## src/rtl/branch_resolve_unit.sv

```systemverilog
// Branch resolution unit: checks up to two resolved branches per cycle against their BTB
// predictions, issues a registered redirect with a timed flush, and queues taken-branch BTB updates.
// Optional BRU_PERF_CNT_EN adds branch and mispredict performance counters.
module branch_resolve_unit #(
    parameter int UPDQ_DEPTH   = 4,
    parameter int FLUSH_CYCLES = 2
) (
    input  logic        clk,
    input  logic        reset,
    input  logic        res0_valid,
    input  logic        res0_taken,
    input  logic [31:0] res0_pc,
    input  logic [31:0] res0_target,
    input  logic        res0_pred_hit,
    input  logic [31:0] res0_pred_target,
    input  logic        res1_valid,
    input  logic        res1_taken,
    input  logic [31:0] res1_pc,
    input  logic [31:0] res1_target,
    input  logic        res1_pred_hit,
    input  logic [31:0] res1_pred_target,
    output logic        stall_o,
    output logic        branch_valid,
    output logic        branch_taken,
    output logic [31:0] branch_addr,
    output logic [31:0] branch_target_addr,
    output logic        redirect_valid,
    output logic [31:0] redirect_pc,
`ifdef BRU_PERF_CNT_EN
    output logic [31:0] perf_br_cnt,
    output logic [31:0] perf_mispred_cnt,
`endif
    output logic        flush_o
);

    localparam int PTR_W = $clog2(UPDQ_DEPTH);
    localparam int CNT_W = PTR_W + 1;
    localparam int FC_W  = (FLUSH_CYCLES > 1) ? $clog2(FLUSH_CYCLES) : 1;

    localparam logic [CNT_W-1:0] FULL_THRESH = CNT_W'(UPDQ_DEPTH - 2);
    localparam logic [FC_W-1:0]  FLUSH_LAST  = FC_W'(FLUSH_CYCLES - 1);

    localparam logic [0:0] ST_IDLE  = 1'b0;
    localparam logic [0:0] ST_FLUSH = 1'b1;

    logic [0:0]       state;
    logic [FC_W-1:0]  flush_cnt;

    logic [31:0]      fifo_pc     [UPDQ_DEPTH];
    logic [31:0]      fifo_target [UPDQ_DEPTH];
    logic [PTR_W-1:0] wr_ptr;
    logic [PTR_W-1:0] rd_ptr;
    logic [CNT_W-1:0] count;

    logic             accept;
    logic             mis0;
    logic             mis1;
    logic             take_redirect;
    logic [31:0]      next_redirect_pc;
    logic             enq0;
    logic             enq1;
    logic             slot1_live;
    logic             pop;
    logic [CNT_W-1:0] n_enq;
    logic [PTR_W-1:0] slot1_ptr;

    assign stall_o = (count > FULL_THRESH) || (state == ST_FLUSH);
    assign accept  = !stall_o && (state == ST_IDLE);

    // A slot mispredicts on a wrong direction or on a taken hit with the wrong target.
    assign mis0 = res0_valid && ((res0_taken != res0_pred_hit) ||
                  (res0_taken && res0_pred_hit && (res0_target != res0_pred_target)));
    assign mis1 = res1_valid && ((res1_taken != res1_pred_hit) ||
                  (res1_taken && res1_pred_hit && (res1_target != res1_pred_target)));

    assign slot1_live    = accept && res1_valid && !mis0;
    assign take_redirect = accept && (mis0 || mis1);

    always_comb begin
        next_redirect_pc = 32'd0;
        if (mis0)
            next_redirect_pc = res0_taken ? res0_target : (res0_pc + 32'd4);
        else if (mis1)
            next_redirect_pc = res1_taken ? res1_target : (res1_pc + 32'd4);
    end

    assign enq0      = accept && res0_valid && res0_taken;
    assign enq1      = slot1_live && res1_taken;
    assign n_enq     = CNT_W'(enq0) + CNT_W'(enq1);
    assign pop       = (count != '0);
    assign slot1_ptr = enq0 ? (wr_ptr + PTR_W'(1)) : wr_ptr;

    always_ff @(posedge clk) begin
        if (enq0) begin
            fifo_pc[wr_ptr]     <= res0_pc;
            fifo_target[wr_ptr] <= res0_target;
        end
        if (enq1) begin
            fifo_pc[slot1_ptr]     <= res1_pc;
            fifo_target[slot1_ptr] <= res1_target;
        end
    end

    always_ff @(posedge clk) begin
        if (reset) begin
            wr_ptr <= '0;
            rd_ptr <= '0;
            count  <= '0;
        end else begin
            wr_ptr <= wr_ptr + PTR_W'(n_enq);
            if (pop)
                rd_ptr <= rd_ptr + PTR_W'(1);
            count <= count + n_enq - CNT_W'(pop);
        end
    end

    assign branch_valid       = pop;
    assign branch_taken       = pop;
    assign branch_addr        = pop ? fifo_pc[rd_ptr] : 32'd0;
    assign branch_target_addr = pop ? {fifo_target[rd_ptr][31:1], 1'b0} : 32'd0;

    // The flush counter is loaded on the redirect edge so flush_o covers the redirect cycle itself.
    always_ff @(posedge clk) begin
        if (reset) begin
            state          <= ST_IDLE;
            flush_cnt      <= '0;
            redirect_valid <= 1'b0;
            redirect_pc    <= 32'd0;
        end else begin
            redirect_valid <= take_redirect;
            redirect_pc    <= take_redirect ? next_redirect_pc : 32'd0;
            case (state)
                ST_IDLE: begin
                    if (take_redirect) begin
                        state     <= ST_FLUSH;
                        flush_cnt <= FLUSH_LAST;
                    end
                end
                default: begin
                    if (flush_cnt == '0)
                        state <= ST_IDLE;
                    else
                        flush_cnt <= flush_cnt - FC_W'(1);
                end
            endcase
        end
    end

    assign flush_o = (state == ST_FLUSH);

`ifdef BRU_PERF_CNT_EN
    always_ff @(posedge clk) begin
        if (reset) begin
            perf_br_cnt      <= 32'd0;
            perf_mispred_cnt <= 32'd0;
        end else begin
            perf_br_cnt      <= perf_br_cnt + 32'(accept && res0_valid) + 32'(slot1_live);
            perf_mispred_cnt <= perf_mispred_cnt + 32'(take_redirect);
        end
    end
`endif

endmodule
```

## config.mk

```make
export PLATFORM = sky130hd
export DESIGN_NAME = branch_resolve_unit
export DESIGN_NICKNAME = d
export VERILOG_FILES = /design/src/rtl/branch_resolve_unit.sv
export SDC_FILE = /design/constraint.sdc
export NUM_CORES = 1
export LEC_CHECK = 0
export BUFFER_PORTS_ARGS = -buffer_cell sky130_fd_sc_hd__clkbuf_2
export CORE_MARGIN = 4
export CORE_UTILIZATION = 50
export CTS_CLUSTER_DIAMETER = 60
export DETAILED_ROUTE_END_ITERATION = 6
export GPL_TIMING_DRIVEN = 0
export PLACE_DENSITY = 0.8
export SYNTH_ARGS = -nofsm -noshare
export SYNTH_HDL_FRONTEND = slang
export SYNTH_SLANG_ARGS = --single-unit
```

## constraint.sdc

```tcl
create_clock -name clk -period 7.45 [get_ports clk]
set_input_delay 0.745 -clock clk [delete_from_list [all_inputs] [get_ports clk]]
set_output_delay 0.745 -clock clk [all_outputs]
set_load 0.1 [all_outputs]
```

# Word-level counts from Yosys, hierarchy flattened
# Memory sizes are Yosys's and may differ from the RTL's. A register that Yosys moved wholly into a read port is not among the register bits.
# Index checks and enable logic that the tools add are counted.
# word_totals
ff_bits	42
ram_bits	256
inputBits	200
output_inout_bits	101
elab_cells	68
mem_count	2
# op_classes
add_sub_neg	9
magnitude_cmp	1
eq_ne	4
muxes	21
bitwise_logic	2
reduce_logical	22
# mem_list
memory	words	word_bits	rd	rd_clocked_by_memory_dff	write_ports	line	source
fifo_pc	4	32	1	1	2	49	logic [31:0] fifo_pc [UPDQ_DEPTH];
fifo_target	4	32	1	1	2	50	logic [31:0] fifo_target [UPDQ_DEPTH];
# ops
op	n
2-to-1 mux 32 bit	6
adder 32 x 3 -> 32 bit (second input constant)	2
inequality test 32 bit	2
logical AND 1 bit	13
2-to-1 mux 1 bit	10
2-to-1 mux 2 bit	5
adder 2 x 1 -> 2 bit (second input constant)	2
logical OR 1 bit	4
adder 3 x 2 -> 3 bit	1
greater-than comparator 3 x 2 -> 1 bit (second input constant)	1
nonzero test 3 bit	1
subtractor 3 x 1 -> 3 bit	1
adder 1 x 1 -> 2 bit	1
adder 2 bit	1
zero test 1 bit	2
inequality test 1 bit	2
inverter 1 bit	2
nonzero test 2 bit	1
OR reduction 2 bit	1
subtractor 1 bit (second input constant)	1

# Logic depth before layout (Yosys ltp)
# Gate-level depths: netlist of the first run.
# logic_depth
word_depth	10
ltp_mapped	16
mapped_depth_nobuf	15

# Least setup slack after synthesis of the first run
# No wires, ideal clock.
# synth_timing
path_type	register to register
startpoint	reg state (netlist: flush_o)
endpoint	mem fifo_pc[3][0] (enable)
setup_ns	0.680
arrival_ns	3.350
required_time_ns	6.770
setup_slack_ns	3.419
path_stages_with_launch	9
path_buffers	1
period_less_slack_ns	4.031
path_cell_list	dfxtp_1 -> a211oi_2 -> nand3_1 -> inv_1 -> nand2_1 -> o21ai_0 -> nand3_1 -> clkbuf_1 -> nand2_1
# synth_rtl
element	line	source
start, declared	46	logic [0:0] state;
start signal, assigned	125	state <= ST_IDLE;
start signal, assigned	135	state <= ST_FLUSH;
start signal, assigned	141	state <= ST_IDLE;
end, declared	49	

# Worst setup path after layout of the first run
# layout_timing
startpoint	in res0_target[2]
endpoint	reg count[2]
# layout_between
elab_chain_len	10
# layout_rtl
element	line	source
start, declared	13	input logic [31:0] res0_target,
inequality test 32 bit	72	(res0_taken && res0_pred_hit && (res0_target != res0_pred_target)));
logical AND 1 bit	72	
logical OR 1 bit	71	assign mis0 = res0_valid && ((res0_taken != res0_pred_hit) ||
logical AND 1 bit	71	
zero test 1 bit	76	assign slot1_live = accept && res1_valid && !mis0;
logical AND 1 bit	76	
logical AND 1 bit	88	assign enq1 = slot1_live && res1_taken;
adder 1 x 1 -> 2 bit	89	assign n_enq = CNT_W'(enq0) + CNT_W'(enq1);
adder 3 x 2 -> 3 bit	113	count <= count + n_enq - CNT_W'(pop);
subtractor 3 x 1 -> 3 bit	113	
end signal, assigned	113	
end, declared	53	logic [CNT_W-1:0] count;
# No other way between the ends.
# A chain may end at the register's enable or synchronous reset.

==> key figures, run 1 <==
GRT
  • Vias in the first global route: 12827
  • Initial antenna violation count: 3
  • Grt ovf: 0
  • Largest net degree at the start of global routing: 45
  • Global-route wire length before repair: 80.85 mm
  • Total track usage: 29.65%

CTS
  • Cts bufs inserted: 35
  • Worst-Skew Late Latency: 510 ps
  • Clk Tree Root Cell: clkbuf_16
  • Num Clock Sinks: 296
  • Post-CTS setup buffer count: 0
  • Clk pin slew, worst setup/hold paths: 60 ps
  • CTS tree: done
  • CTS Buffer Depth: 3
  • H-tree levels: 2
  • CTS resizes: 0
  • Hold buffer count at CTS: 0

Placement
  • Port Buffer Count: 275
  • Pre-CTS setup slack: 2214 ps
  • RD Place Congestion: 0.9775
  • Hpwl dp: 41.12 mm

Synth
  • Main synth FF type: edfxtp_1
  • Yosys warning total: 0
  • Synth cell types: 46
  • Syn Area/Cell: 13.08 um^2
  • Share of the synthesized area in the top cell type: 45.10%
  • Post-synthesis sequential area ratio: 50.35%
  • Most frequent cell after synthesis: edfxtp_1
  • Flip-flop and latch count after synthesis: 296
  • Top post-synthesis cells by area: edfxtp_1 45%, mux2_2 12%, mux4_2 8.5%
  • FFs w/ async S/R, synth: 0%
  • Net Count, Synth: 1497
  • Top post-synthesis cells by count: 252 x edfxtp_1, 181 x mux2_2, 79 x nand2_1, 74 x mux2_1, 66 x and2_1
  • Post-synth EDFFs: 252
  • Yosys top cell by area: edfxtp_1
  • Cells after synthesis: 1283
  • Post-synth design cell area: 16780 um^2

Timing
  • Max Freq: 208.3 MHz
  • Unrepaired setup endpoints after global routing: false
  • Tmin final: 4800 ps
  • Final hold vios: 0
  • Post-route worst setup slack: 2650 ps
  • Worst Tran Pin Value: 918.2 ps
  • Setup-failing EPs final: 0
  • Layout Skew: 14.08 ps
  • Slew HR: 38.79%
  • Part of the cycle the worst path needs: 64.44%
  • Final Max Tran Viols: 0
  • Setup_tns: 0 ps

Drt
  • Drt drc: 1
  • Drt total wl: 55.77 mm
  • DR iter-0 viols: 1276
  • Wire per inst: 26.97 um
  • Final antenna-violating net count: 0
  • Vias/cell: 6.198
  • Via count: 12818
  • Detailed Routing Iterations Pass 1: 7

Status
  • Failing checks: DRC
  • Status: finished with violations

Die
  • Core Region: 32780 um^2
  • Row cnt: 66
  • Initial core utilization: 51.18%
  • Io pins: 301
  • Chip Width: 191.2 um
  • Die area: 36550 um^2
  • Die outline height: 191.2 um

Power
  • Combinational share of power: 50.2%
  • Pint: 3848 uW
  • Max VDD drop: 0.3336 mV
  • Switching part of the total: 48.97%
  • Leakage: 0.007256 uW
  • Clock Power Share: 22.4%
  • Switching pwr: 3694 uW
  • Pwr dens: 377.7 nW/um^2
  • Seq pwr share: 27.4%

Cells and area
  • Fillers: 2587
  • FF+latch area: 8448 um^2
  • Layout cells sized above 1: 37.78%
  • Area grow syn2layout: 19.03%
  • Multi-input gate area: 7871 um^2
  • Final-stage net count: 1813

Setup path
  • Critical path data arrival time: 5180 ps
  • CP Class: primary input to flip-flop
  • Crit path required time: 7830 ps
  • Worst Setup Start Kind: primary input
  • Crit end category: flip-flop
  • Critical Path Fanout Max: 10

Min path
  • Worst hold-check path type: flip-flop to flip-flop

Run
  • Max_cap viols: 0
-- power groups by stage --
| stage | registers (uW) | logic, uW | clock network (uW) |
|---|---|---|---|
| after floorplan | 2270 | 2810 | 0 |
| after global placement | 2110 | 3720 | 0 |
| final | 2070 | 3790 | 1690 |
| after CTS | 2070 | 3780 | 1700 |
| after detailed placement | 2100 | 3770 | 0 |
| after global routing | 2080 | 3920 | 1760 |
-- kinds of logic (layout without fill, tap and decap cells) --
| kind of cell | after synthesis | count (layout) | synth area share, % |
|---|---|---|---|
| adders and majority gates | 14 | 14 | 1.089 |
| DFF | 296 | 296 | 50.35 |
| muxes | 326 | 326 | 26.05 |
| other | 1 | 2 | 0.02235 |
| xor gates and xnor gates | 125 | 125 | 6.525 |
| buffers and inverters | 117 | 459 | 2.908 |
| and+or+nand+nor | 299 | 299 | 9.307 |
| AOI/OAI and AO/OA | 105 | 105 | 3.744 |
-- critical path, cell delays in order --
cell and delay, ps:
clkbuf_2 160, xnor2_1 600, nand4_1 470, nor4_1 650, a21oi_1 200, a21o_1 310, clkbuf_1 340, nor2_1 190
ha_1 170, inv_1 50, ha_1 270, inv_1 40, ha_1 180, fa_1 370, xor2_1 200, xnor2_1 150
nor2_1 50
-- final cells by class --
type / instances / area share (%)
Inverter: 18 / 0.3383
Clock buffer: 45 / 4.787
Clock inverter: 18 / 0.8646
Multi-Input combinational cell: 870 / 39.41
Buffer: 99 / 2.105
Timing Repair Buffer: 279 / 7.406
Tap cell: 442 / 2.769
Sequential cell: 296 / 42.30
Antenna cell: 1 / 0.01253
-- placed cells by master, fill, tap and decap left out, types with 4 or more instances in the layout --
master,count
and2_1,66
xor2_1,63
edfxtp_1,252
buf_2,21
inv_1,18
mux4_2,63
ha_1,13
a21oi_1,31
inv_6,4
nand2_1,76
clkbuf_16,37
nand3_1,42
dfxtp_1,44
xnor2_1,62
mux2_1,74
nor2_1,38
o31ai_1,4
clkbuf_1,71
nand4_1,27
buf_1,9
mux2_2,181
o32ai_1,12
and4_1,5
nand2b_1,7
clkinv_2,7
and3_1,7
o21ai_0,39
mux2i_1,8
nor4_1,13
clkbuf_2,275
buf_4,6
-- per-stage QoR --
step	cell area [um^2]	power (uW)	util, %	instances	hold WS (ps)
2_1_floorplan	16780	5081	-	1283	422.6
3_3_place_gp	18710	5833	57.06	2000	434.3
3_5_place_dp	18840	5868	57.47	2004	440.4
4_1_cts	19970	7546	60.91	2067	448.3
5_1_grt	19970	7759	60.91	2067	476.7
6_report	19970	7542	60.92	2068	448.7
-- path summary, 6_finish.rpt --
| check | slack [ps] | from | end | cells after the start |
|---|---|---|---|---|
| worst max register to register | 3700 | flush_o$_SDFF_PP0_ | fifo_target[3][31]$_DFFE_PP_ | 9 |
| worst max-delay path | 2650 | res0_target[2] | count[2]$_SDFF_PP0_ | 17 |
| worst min-delay path | 450 | flush_cnt$_SDFFE_PP0P_ | flush_cnt$_SDFFE_PP0P_ | 2 |
| worst min register to register | 450 | flush_cnt$_SDFFE_PP0P_ | flush_cnt$_SDFFE_PP0P_ | 2 |
-- layer usage --
layer	wire, um	global-route usage [%]	vias up
li1	-	-	5475
met1	20980	38.65	6319
met2	26220	48.40	862
met3	5893	6.611	158
met4	2668	12.07	4
met5	15	0	-
-- sequential cells by signal (all words and copies together), names as in the netlist, named ones only --
signal          cells
wr_ptr              2
fifo_target       124
rd_ptr              2
flush_o             1
redirect_pc        32
fifo_pc           128
flush_cnt           1
count               3
redirect_valid      1
Note: power is estimated with default switching activity, not from simulation.
==> inputs of run 2 (changes only) <==
PLACE_DENSITY = 0.83   (was 0.8)
clock period = 4 ns   (was 7.45 ns; I/O delays follow)
==> key figures, run 2 (synthesis results as in run 1) <==
Status
  • Status: completed

Cells and area
  • Most flops, register: fifo_pc
  • Final-stage net count: 1812
  • Most common cell after layout, fill and taps aside: clkbuf_2
  • FF+latch area: 8448 um^2
  • Largest register FFs: 128
  • Final core occ: 60.83%
  • Biggest regs: fifo_pc x128, fifo_target x124, redirect_pc x32
  • Layout cells sized above 1: 37.69%
  • Multi-input gate area: 7901 um^2
  • Area grow syn2layout: 18.87%
  • Fillers: 2560
  • Most frequent cells in the layout: 275 x clkbuf_2, 252 x edfxtp_1, 181 x mux2_2, 76 x nand2_1, 74 x mux2_1

CTS
  • CTS Buffer Depth: 3
  • Clk pin slew, worst setup/hold paths: 60 ps
  • Worst-Skew Late Latency: 520 ps
  • CTS tree: done
  • H-tree levels: 2
  • Num Clock Sinks: 296
  • Hold buffer count at CTS: 0
  • Post-CTS setup buffer count: 0
  • Cts bufs inserted: 34
  • Clk Tree Root Cell: clkbuf_16

Drt
  • Detailed Routing Iterations Pass 1: 7
  • Drt drc: 0
  • Final antenna-violating net count: 0
  • Wire per inst: 26.78 um
  • Via count: 12704
  • Drt total wl: 55.35 mm
  • DR iter-0 viols: 1350
  • Vias/cell: 6.146

GRT
  • Vias in the first global route: 12737
  • Initial antenna violation count: 6
  • Largest net degree at the start of global routing: 48
  • Global-route wire length before repair: 80.43 mm
  • Total track usage: 29.51%
  • Grt ovf: 0

Min path
  • Hold path start: res1_pc[0]
  • Worst hold-check path type: primary input to flip-flop

Die
  • Die outline height: 191.2 um
  • Io pins: 301
  • Initial core utilization: 51.18%
  • Core Region: 32780 um^2
  • Chip Width: 191.2 um
  • Row cnt: 66
  • Die area: 36550 um^2

Power
  • Combinational share of power: 50.6%
  • Max VDD drop: 0.6234 mV
  • Seq pwr share: 27.7%
  • Leakage: 0.007233 uW
  • Pint: 7105 uW
  • Switching part of the total: 48.92%
  • Switching pwr: 6803 uW
  • Pwr dens: 697.4 nW/um^2
  • Clock Power Share: 21.7%
  • Pwr Total: 13910 uW

Timing
  • Part of the cycle the worst path needs: 97.83%
  • Worst Hold Slack: 237.7 ps
  • Post-route worst setup slack: 86.81 ps
  • Layout Skew: 27.82 ps
  • Max Freq: 255.5 MHz
  • Worst Tran Pin Value: 944.9 ps
  • Setup-failing EPs final: 0
  • Final Max Tran Viols: 0
  • Unrepaired setup endpoints after global routing: false
  • Final hold vios: 0
  • Tmin final: 3913 ps
  • Slew HR: 37.00%

Run
  • Max_cap viols: 0

Setup path
  • Crit path required time: 4390 ps
  • CP Class: primary input to flip-flop
  • Critical-path top delay cell: nor4_2
  • Top delay family on crit path: simple AND/OR/NAND/NOR gates
  • Critical Path Fanout Max: 10
  • RR Startpoint: flush_o$_SDFF_PP0_
  • Worst R2R Setup Slack: 260 ps
  • Largest stage delay on the critical path: 440 ps
  • Most used cell, CP: ha_1
  • CP Buf/Inv Count: 4
  • Critical path data arrival time: 4310 ps
  • Crit end category: flip-flop
  • Crit path launch: res0_target[2]
  • Worst Setup Start Kind: primary input
  • Worst-path cell chain: clkbuf_2 > xnor2_2 > nand4_1 > nor4_2 > a21oi_1 > a21o_1 > clkbuf_1 > nor2_1 > ha_1 > inv_1 > ha_1 > inv_1 > ha_1 > fa_1 > xor2_1 > xnor2_1 > nor2_1

Placement
  • Hpwl dp: 41.37 mm
  • Pre-CTS setup slack: -497.9 ps
  • Port Buffer Count: 275
  • RD Place Congestion: 0.9976
-- run 2: changes by cell type in the layout (fill, tap and decap cells not counted), moves of 2 or more --
cell       delta
clkbuf_16     -2
xnor2_2       +2
xnor2_1       -2
inv_6         -3
clkinv_2      -4
clkbuf_4      +2
diode_2       +3
-- run 2: layer usage --
| metal | track usage, % | wire, um | vias up |
|---|---|---|---|
| met1 | 37.78 | 20340 | 6245 |
| li1 | - | - | 5481 |
| met3 | 6.300 | 5883 | 147 |
| met5 | 0 | 54 | - |
| met2 | 48.51 | 26450 | 825 |
| met4 | 13.34 | 2624 | 6 |
-- run 2: final timing paths --
path | cells after the start | endpoint
hold / removal | 2 | fifo_pc[0][0]$_DFFE_PP_
hold reg to reg | 2 | flush_cnt$_SDFFE_PP0P_
setup reg to reg | 9 | fifo_pc[3][22]$_DFFE_PP_
setup / recovery | 17 | count[2]$_SDFF_PP0_
-- run 2: stage by stage --
step / area, um^2 / std cells / TNS (ps)
after CTS: 19920 / 2063 / 0
after global placement: 18710 / 2000 / -412240
after global routing: 19940 / 2066 / 0
final: 19940 / 2067 / 0
after floorplan: 16780 / 1283 / 0
after detailed placement: 18840 / 2004 / -74520
-- run 2: repair_timing --
action	in CTS	in global routing
setup endpoints to repair	34	1
pin swaps	0	0
resized for setup	2	2
-- run 2: power by group through the flow --
| stage | clock [uW] | sequential (uW) | combinational [uW] |
|---|---|---|---|
| final | 3020 | 3850 | 7040 |
| after global routing | 3160 | 3870 | 7280 |
| after CTS | 3030 | 3850 | 7030 |
| after detailed placement | 0 | 3910 | 7000 |
| after global placement | 0 | 3930 | 6900 |
| after floorplan | 0 | 4220 | 5240 |
-- run 2: area by class of cell --
cell class | instances | share of cell area (%)
Sequential cell | 296 | 42.36
Tap cell | 442 | 2.773
Antenna cell | 4 | 0.05019
Timing Repair Buffer | 279 | 7.416
Multi-Input combinational cell | 870 | 39.62
Buffer | 99 | 2.108
Clock inverter | 12 | 0.6274
Inverter | 18 | 0.3388
Clock buffer | 47 | 4.705
